--- src/rtl/mem_port_arbiter_rv.sv ---
// Sequences instruction fetch, data read and data write of one instruction onto a
// single valid/ready memory port, latching returned words and flagging access timeouts.
module mem_port_arbiter_rv #(
    parameter int unsigned TIMEOUT_CYCLES = 255
) (
    input  logic        iwClk,
    input  logic        iwnRst,
    input  logic        iwStart,
    input  logic [31:0] iwRead1Addr,
    input  logic        iwRead2En,
    input  logic [31:0] iwRead2Addr,
    input  logic [31:0] iwWriteAddr,
    input  logic [31:0] iwWriteData,
    input  logic [3:0]  iwWstrb,
    output logic [31:0] owRead1Data,
    output logic [31:0] owRead2Data,
    output logic        owDone,
    output logic        owBusy,
    output logic        owError,
    output logic [31:0] owMemAddr,
    output logic [31:0] owMemWData,
    output logic [3:0]  owMemWstrb,
    output logic        owMemValid,
    input  logic        iwMemReady,
    input  logic [31:0] iwMemRData
);

    localparam logic [31:0] NOP_INSN   = 32'h0000_0013;
    localparam bit          TMO_EN     = (TIMEOUT_CYCLES != 0);
    localparam logic [15:0] TMO_LAST   = TMO_EN ? 16'(TIMEOUT_CYCLES - 1) : 16'd0;

    typedef enum logic [2:0] {
        S_IDLE,
        S_FETCH,
        S_DREAD,
        S_WRITE,
        S_DONE
    } state_t;

    state_t      state, state_nxt;
    logic [15:0] tmo_cnt, tmo_cnt_nxt;
    logic [31:0] rd1_nxt, rd2_nxt;
    logic        err_nxt;
    logic        expired;
    logic        write_req;

    assign write_req = (iwWstrb != 4'd0);
    assign expired   = TMO_EN && (tmo_cnt == TMO_LAST);

    // NOTE: every signal written here gets a default first so no latch is inferred
    // on paths that leave it untouched.
    always_comb begin
        state_nxt   = state;
        tmo_cnt_nxt = tmo_cnt;
        rd1_nxt     = owRead1Data;
        rd2_nxt     = owRead2Data;
        err_nxt     = owError;

        case (state)
            S_IDLE: begin
                if (iwStart) begin
                    state_nxt   = S_FETCH;
                    tmo_cnt_nxt = 16'd0;
                end
            end
            S_FETCH: begin
                if (iwMemReady) begin
                    rd1_nxt     = iwMemRData;
                    tmo_cnt_nxt = 16'd0;
                    if (iwRead2En)      state_nxt = S_DREAD;
                    else if (write_req) state_nxt = S_WRITE;
                    else                state_nxt = S_DONE;
                end else if (expired) begin
                    err_nxt   = 1'b1;
                    state_nxt = S_DONE;
                end else begin
                    tmo_cnt_nxt = tmo_cnt + 16'd1;
                end
            end
            S_DREAD: begin
                if (iwMemReady) begin
                    rd2_nxt     = iwMemRData;
                    tmo_cnt_nxt = 16'd0;
                    state_nxt   = write_req ? S_WRITE : S_DONE;
                end else if (expired) begin
                    err_nxt   = 1'b1;
                    state_nxt = S_DONE;
                end else begin
                    tmo_cnt_nxt = tmo_cnt + 16'd1;
                end
            end
            S_WRITE: begin
                if (iwMemReady) begin
                    state_nxt = S_DONE;
                end else if (expired) begin
                    err_nxt   = 1'b1;
                    state_nxt = S_DONE;
                end else begin
                    tmo_cnt_nxt = tmo_cnt + 16'd1;
                end
            end
            S_DONE:  state_nxt = S_IDLE;
            default: state_nxt = S_IDLE;
        endcase
    end

    // NOTE: sequential state uses non-blocking assignments so all registers update
    // from the same pre-edge values.
    always_ff @(posedge iwClk) begin
        if (!iwnRst) begin
            state       <= S_IDLE;
            tmo_cnt     <= 16'd0;
            owRead1Data <= NOP_INSN;
            owRead2Data <= 32'd0;
            owError     <= 1'b0;
        end else begin
            state       <= state_nxt;
            tmo_cnt     <= tmo_cnt_nxt;
            owRead1Data <= rd1_nxt;
            owRead2Data <= rd2_nxt;
            owError     <= err_nxt;
        end
    end

    // Bus side follows the live core inputs; the core keeps them stable while busy.
    always_comb begin
        owMemAddr  = 32'd0;
        owMemWData = 32'd0;
        owMemWstrb = 4'd0;
        owMemValid = 1'b0;
        case (state)
            S_FETCH: begin
                owMemAddr  = iwRead1Addr;
                owMemValid = 1'b1;
            end
            S_DREAD: begin
                owMemAddr  = {iwRead2Addr[31:2], 2'b00};
                owMemValid = 1'b1;
            end
            S_WRITE: begin
                owMemAddr  = iwWriteAddr;
                owMemWData = iwWriteData;
                owMemWstrb = iwWstrb;
                owMemValid = 1'b1;
            end
            default: ;
        endcase
    end

    assign owDone = (state == S_DONE);
    assign owBusy = (state != S_IDLE);

endmodule

--- config.mk ---
export PLATFORM = sky130hd
export DESIGN_NAME = mem_port_arbiter_rv
export DESIGN_NICKNAME = d
export VERILOG_FILES = /design/src/rtl/mem_port_arbiter_rv.sv
export SDC_FILE = /design/constraint.sdc
export NUM_CORES = 1
export LEC_CHECK = 0
export CAP_MARGIN = 0
export CORE_AREA = 2 2 117 119
export DETAILED_ROUTE_END_ITERATION = 10
export DIE_AREA = 0 0 119 121
export GPL_ROUTABILITY_DRIVEN = 0
export PLACE_DENSITY = 0.79
export SLEW_MARGIN = 0
export SYNTH_ARGS = -nofsm -noshare
export SYNTH_HDL_FRONTEND = slang
export SYNTH_SLANG_ARGS = --single-unit
--- constraint.sdc ---
create_clock -name iwClk -period 2.52 [get_ports iwClk]
set_input_delay 0.378 -clock iwClk [delete_from_list [all_inputs] [get_ports iwClk]]
set_output_delay 0.378 -clock iwClk [all_outputs]
set_load 0.02 [all_outputs]
==> impl_summary.log, run 1 <==
INFO  metric design.portCount = just over 300
INFO  metric end_kind = output port
INFO  metric worstHoldPathType = register to register
INFO  metric synth-seq-area-share = between 30% and 40%
INFO  metric cp_data_arrival_time = between 2000 and 2500 ps
INFO  metric clock_tree.root_cell = clkbuf_16
INFO  metric mappedNetlistArea = 4450 µm²
INFO  metric dpl-instance-area = ~7700 µm²
INFO  metric fp.coreArea = between 10000 and 15000 µm²
INFO  metric critical_path.cell_chain = buf_12 -> mux2_2 -> a22oi_1 -> nor2_1 -> clkdlybuf4s50_1
INFO  metric grt_overflow = 0
INFO  metric tightestPinTransition = around 670 ps
INFO  metric crit_path_max_fanout = 21
INFO  metric route.detailed.drc = 0
INFO  metric required = between 2000 and 2500 ps
INFO  metric timing.critical_path.buf_inv = 2
INFO  metric die_area = around 14000 µm²
INFO  metric hold_slack = between 400 and 500 ps
INFO  metric status = finished clean
INFO  metric drt-vias-per-instance = a little under 5
INFO  metric finalCritPeriodShare = 96.7%
INFO  metric routed-via-count = just over 5000
INFO  metric slew_viol_final = 0
INFO  metric synth_top_cell_area_share = a little under two fifths
INFO  metric htreeDepth = 3
INFO  metric worst_path_largest_cell_delay = roughly 580 ps
INFO  metric multiInputGateArea = approximately 2600 µm²
INFO  metric drt-pass1-iter-count = 4
INFO  metric setup_crit_start_kind = register
INFO  metric clock_skew = about 3.5 ps
INFO  metric clk_path_buf_depth = 2
INFO  metric fp-row-count = between 40 and 50
INFO  metric synthFlopType = dfxtp_1
INFO  metric seq_area = about 1700 µm²
INFO  metric area.growth.synth_to_final = 81.7%
INFO  metric layout_min_cycle_time = between 2000 and 2500 ps
INFO  metric post_synth_and_or_nand_nor_area_fraction = between 20% and 30%
INFO  metric groute.usage.overall = approximately 21%
INFO  metric drive_gt1_share = about 8.8%
INFO  metric first_global_vias = 4754
INFO  metric netlist_instances = 565
INFO  metric dp_hpwl = ~12 mm
INFO  metric initial_utilization = between 30 and 40%
INFO  metric yosys.area_share.adder = less than 1%
INFO  metric setup_viol = 0
INFO  metric postRouteWirelength = between 15 and 20 mm
INFO  metric synth_top_area_cell = dfxtp_1
INFO  metric num_antenna_cells = 0
INFO  metric cellLeakagePower = 0.00324 µW
INFO  metric synth.avg_cell_area = 7.88 µm²
INFO  metric synth_cell_types = between 40 and 50
INFO  metric grt_start_max_net_pins = 43
INFO  metric number_of_buffers_added_to_fix_hold_violations_after_cts = 0
INFO  metric drtAntennaViolNets = 0
INFO  metric ff_latch_count_synth = 84
INFO  metric tns = 0 ps
INFO  metric drv_cap = 0
INFO  metric timing.final.ws_setup = roughly 83 ps
INFO  metric post_drt_wl_per_cell = roughly 15 µm
INFO  metric fillerInstances = approximately 1100
INFO  metric critical-path-top-delay-family = buffers and inverters
INFO  metric top_cells_by_area_synth = dfxtp_1 38%, nand2_1 12%, a21boi_0 8.3%
INFO  metric synth-edff-count = 0
INFO  metric drt_iter0_markers = 300
INFO  metric critical-path-slowest-cell = clkdlybuf4s50_1
INFO  metric cts.clk_slew.worst_paths = about 60 ps
INFO  metric tritoncts_clock_tree = built
INFO  metric first_pass_grt_wire_length = about 25 mm
INFO  metric synthMuxAreaShare = between 8 and 9%
INFO  metric fmax = approximately 410 MHz
INFO  metric power-per-cell-area = about 470 nW/µm²
INFO  metric final_area = ~8100 µm²
INFO  metric chipWidth = between 100 and 150 µm
INFO  metric post-layout-total-power = roughly 3800 µW
INFO  metric synth_top_family_by_area = simple AND/OR/NAND/NOR gates
INFO  metric fraction_of_synthesized_cell_area_in_xor_and_xnor_cells = ~2.4%
INFO  metric portBuffers = between 300 and 400
INFO  metric synth-warning-count = 0
INFO  metric hold_viol_final = 0
INFO  metric async_reset_ff_share = 0%
INFO  metric cts_num_sinks = 84
INFO  metric power.ir.vdd_worst = ~0.0003 V
INFO  metric dp_worst_setup_slack = between 200 and 250 ps
INFO  metric die_h = roughly 120 µm
INFO  metric synth_nets = between 700 and 800
INFO  metric path_class = register to output port
INFO  metric slew_headroom = between 50% and 60%
INFO  metric cts_inserted_buffers = 9
INFO  metric grt_antenna_before_repair = 0
INFO  metric fin_nets = about 1000
INFO  metric synthesized_area_fraction_occupied_by_ao_oa_aoi_and_oai_cells = between 10% and 20%
INFO  metric insertion_delay = around 330 ps
-- registers in the layout (all words and copies together) (netlist names) --
register / flops
owRead1Data: 32
owError: 1
state: 3
tmo_cnt: 16
owRead2Data: 32
-- tightest hold or removal path, cell delays in order, from the launching register on --
cell and delay [ps]:
dfxtp_1 300, nand2_1 50, a21boi_1 50
-- final cells by class --
type | instances | area share [%]
timing repair buffer | 324 | 40.4
multi-input combinational | 428 | 31.7
sequential | 84 | 20.8
clock buffer | 12 | 3.29
tap | 176 | 2.72
clock inverter | 3 | 0.850
inverter | 5 | 0.232
-- power breakdown --
group | total, µW | switching [µW] | internal [µW]
Combinational | 956 | 435 | 521
Sequential | 1390 | 22.7 | 1370
Clock | 1450 | 510 | 945
Total | 3800 | 967 | 2830
-- layout by cell type, fill, tap and decap left out, drive strengths merged, types with 3 or more instances in the layout --
cell type / n
and3: 39
nand3: 15
a22oi: 30
buf: 22
dfxtp: 84
nor4: 5
clkdlybuf4s50: 283
a21oi: 3
o211ai: 3
dlymetal6s2s: 14
mux2: 30
dlygate4sd2: 4
a21boi: 62
inv: 5
nand2: 138
nand4: 6
nor3: 5
nor2: 52
clkbuf: 13
xor2: 11
-- Yosys cell counts (2+ instances only) --
| library cell | n |
|---|---|
| nand2_1 | 137 |
| dfxtp_1 | 84 |
| nor2_1 | 52 |
| a21boi_0 | 49 |
| and3_1 | 39 |
| clkbuf_1 | 34 |
| a22oi_1 | 30 |
| mux2_2 | 30 |
| nand3_1 | 15 |
| a21boi_1 | 13 |
| buf_2 | 11 |
| xor2_1 | 11 |
| nand4_1 | 6 |
| inv_1 | 5 |
| nor3_1 | 4 |
| a21oi_1 | 3 |
| nor4_1 | 3 |
| o211ai_1 | 3 |
| buf_1 | 2 |
| ha_1 | 2 |
| mux2i_1 | 2 |
| nor2b_1 | 2 |
| o21ai_0 | 2 |
| o22ai_1 | 2 |
| or3_1 | 2 |
| or4_1 | 2 |
-- layer usage --
layer / part of all wire [%] / up-vias / GRT usage (%)
li1: - / 2523 / -
met1: 41 / 2274 / 25.4
met2: 49 / 206 / 36.4
met3: 6.5 / 31 / 4.79
met4: 3.8 / 0 / 10.8
met5: 0 / - / 0
-- metrics by stage --
stage	cells	utilization, %
floorplan	565	-
global placement	1016	58.8
detailed placement	1016	58.8
CTS	1031	61.4
global route	1032	61.8
finish	1032	61.8
-- path summary, 6_finish.rpt --
path / depth (start not counted) / from / slack [ps] / end
setup / recovery: 5 / state[1] / 80 / owMemAddr[26]
setup reg to reg: 6 / state[1] / 570 / tmo_cnt[5]
hold / removal: 2 / owRead1Data[15] / 450 / owRead1Data[15]
hold reg to reg: 2 / owRead1Data[15] / 450 / owRead1Data[15]
-- cell families (layout without fill, tap and decap cells) --
kind of cell,count (synthesis),after routing
buffers and inverters,53,344
adder cells (fa/ha/maj),2,2
flip-flops,84,84
AO/OA/AOI/OAI,110,110
AND/OR/NAND/NOR,272,272
XOR/XNOR,12,12
multiplexers,32,32
-- what timing repair did --
| item | CTS | global route |
|---|---|---|
| endpoints found under the setup margin | 4 | 54 |
| gates cloned | 0 | 1 |
| buffers inserted | 0 | 0 |
| hold endpoints to repair | 0 | 0 |
| pin swaps | 0 | 0 |
| resized for setup | 4 | 15 |
Power figures use the tool's default switching activity.
==> run 2: changes to the inputs <==
HOLD_SLACK_MARGIN = 0.15   (was default)
SLEW_MARGIN = 25   (was 0)
==> results of run 2 <==
No change in the layout: final DEF, timing and power equal those of run 1.
==> run 3: changes to the inputs <==
GPL_ROUTABILITY_DRIVEN = default   (was 0)
==> results of run 3 <==
No change in the layout: final DEF, timing and power equal those of run 1.
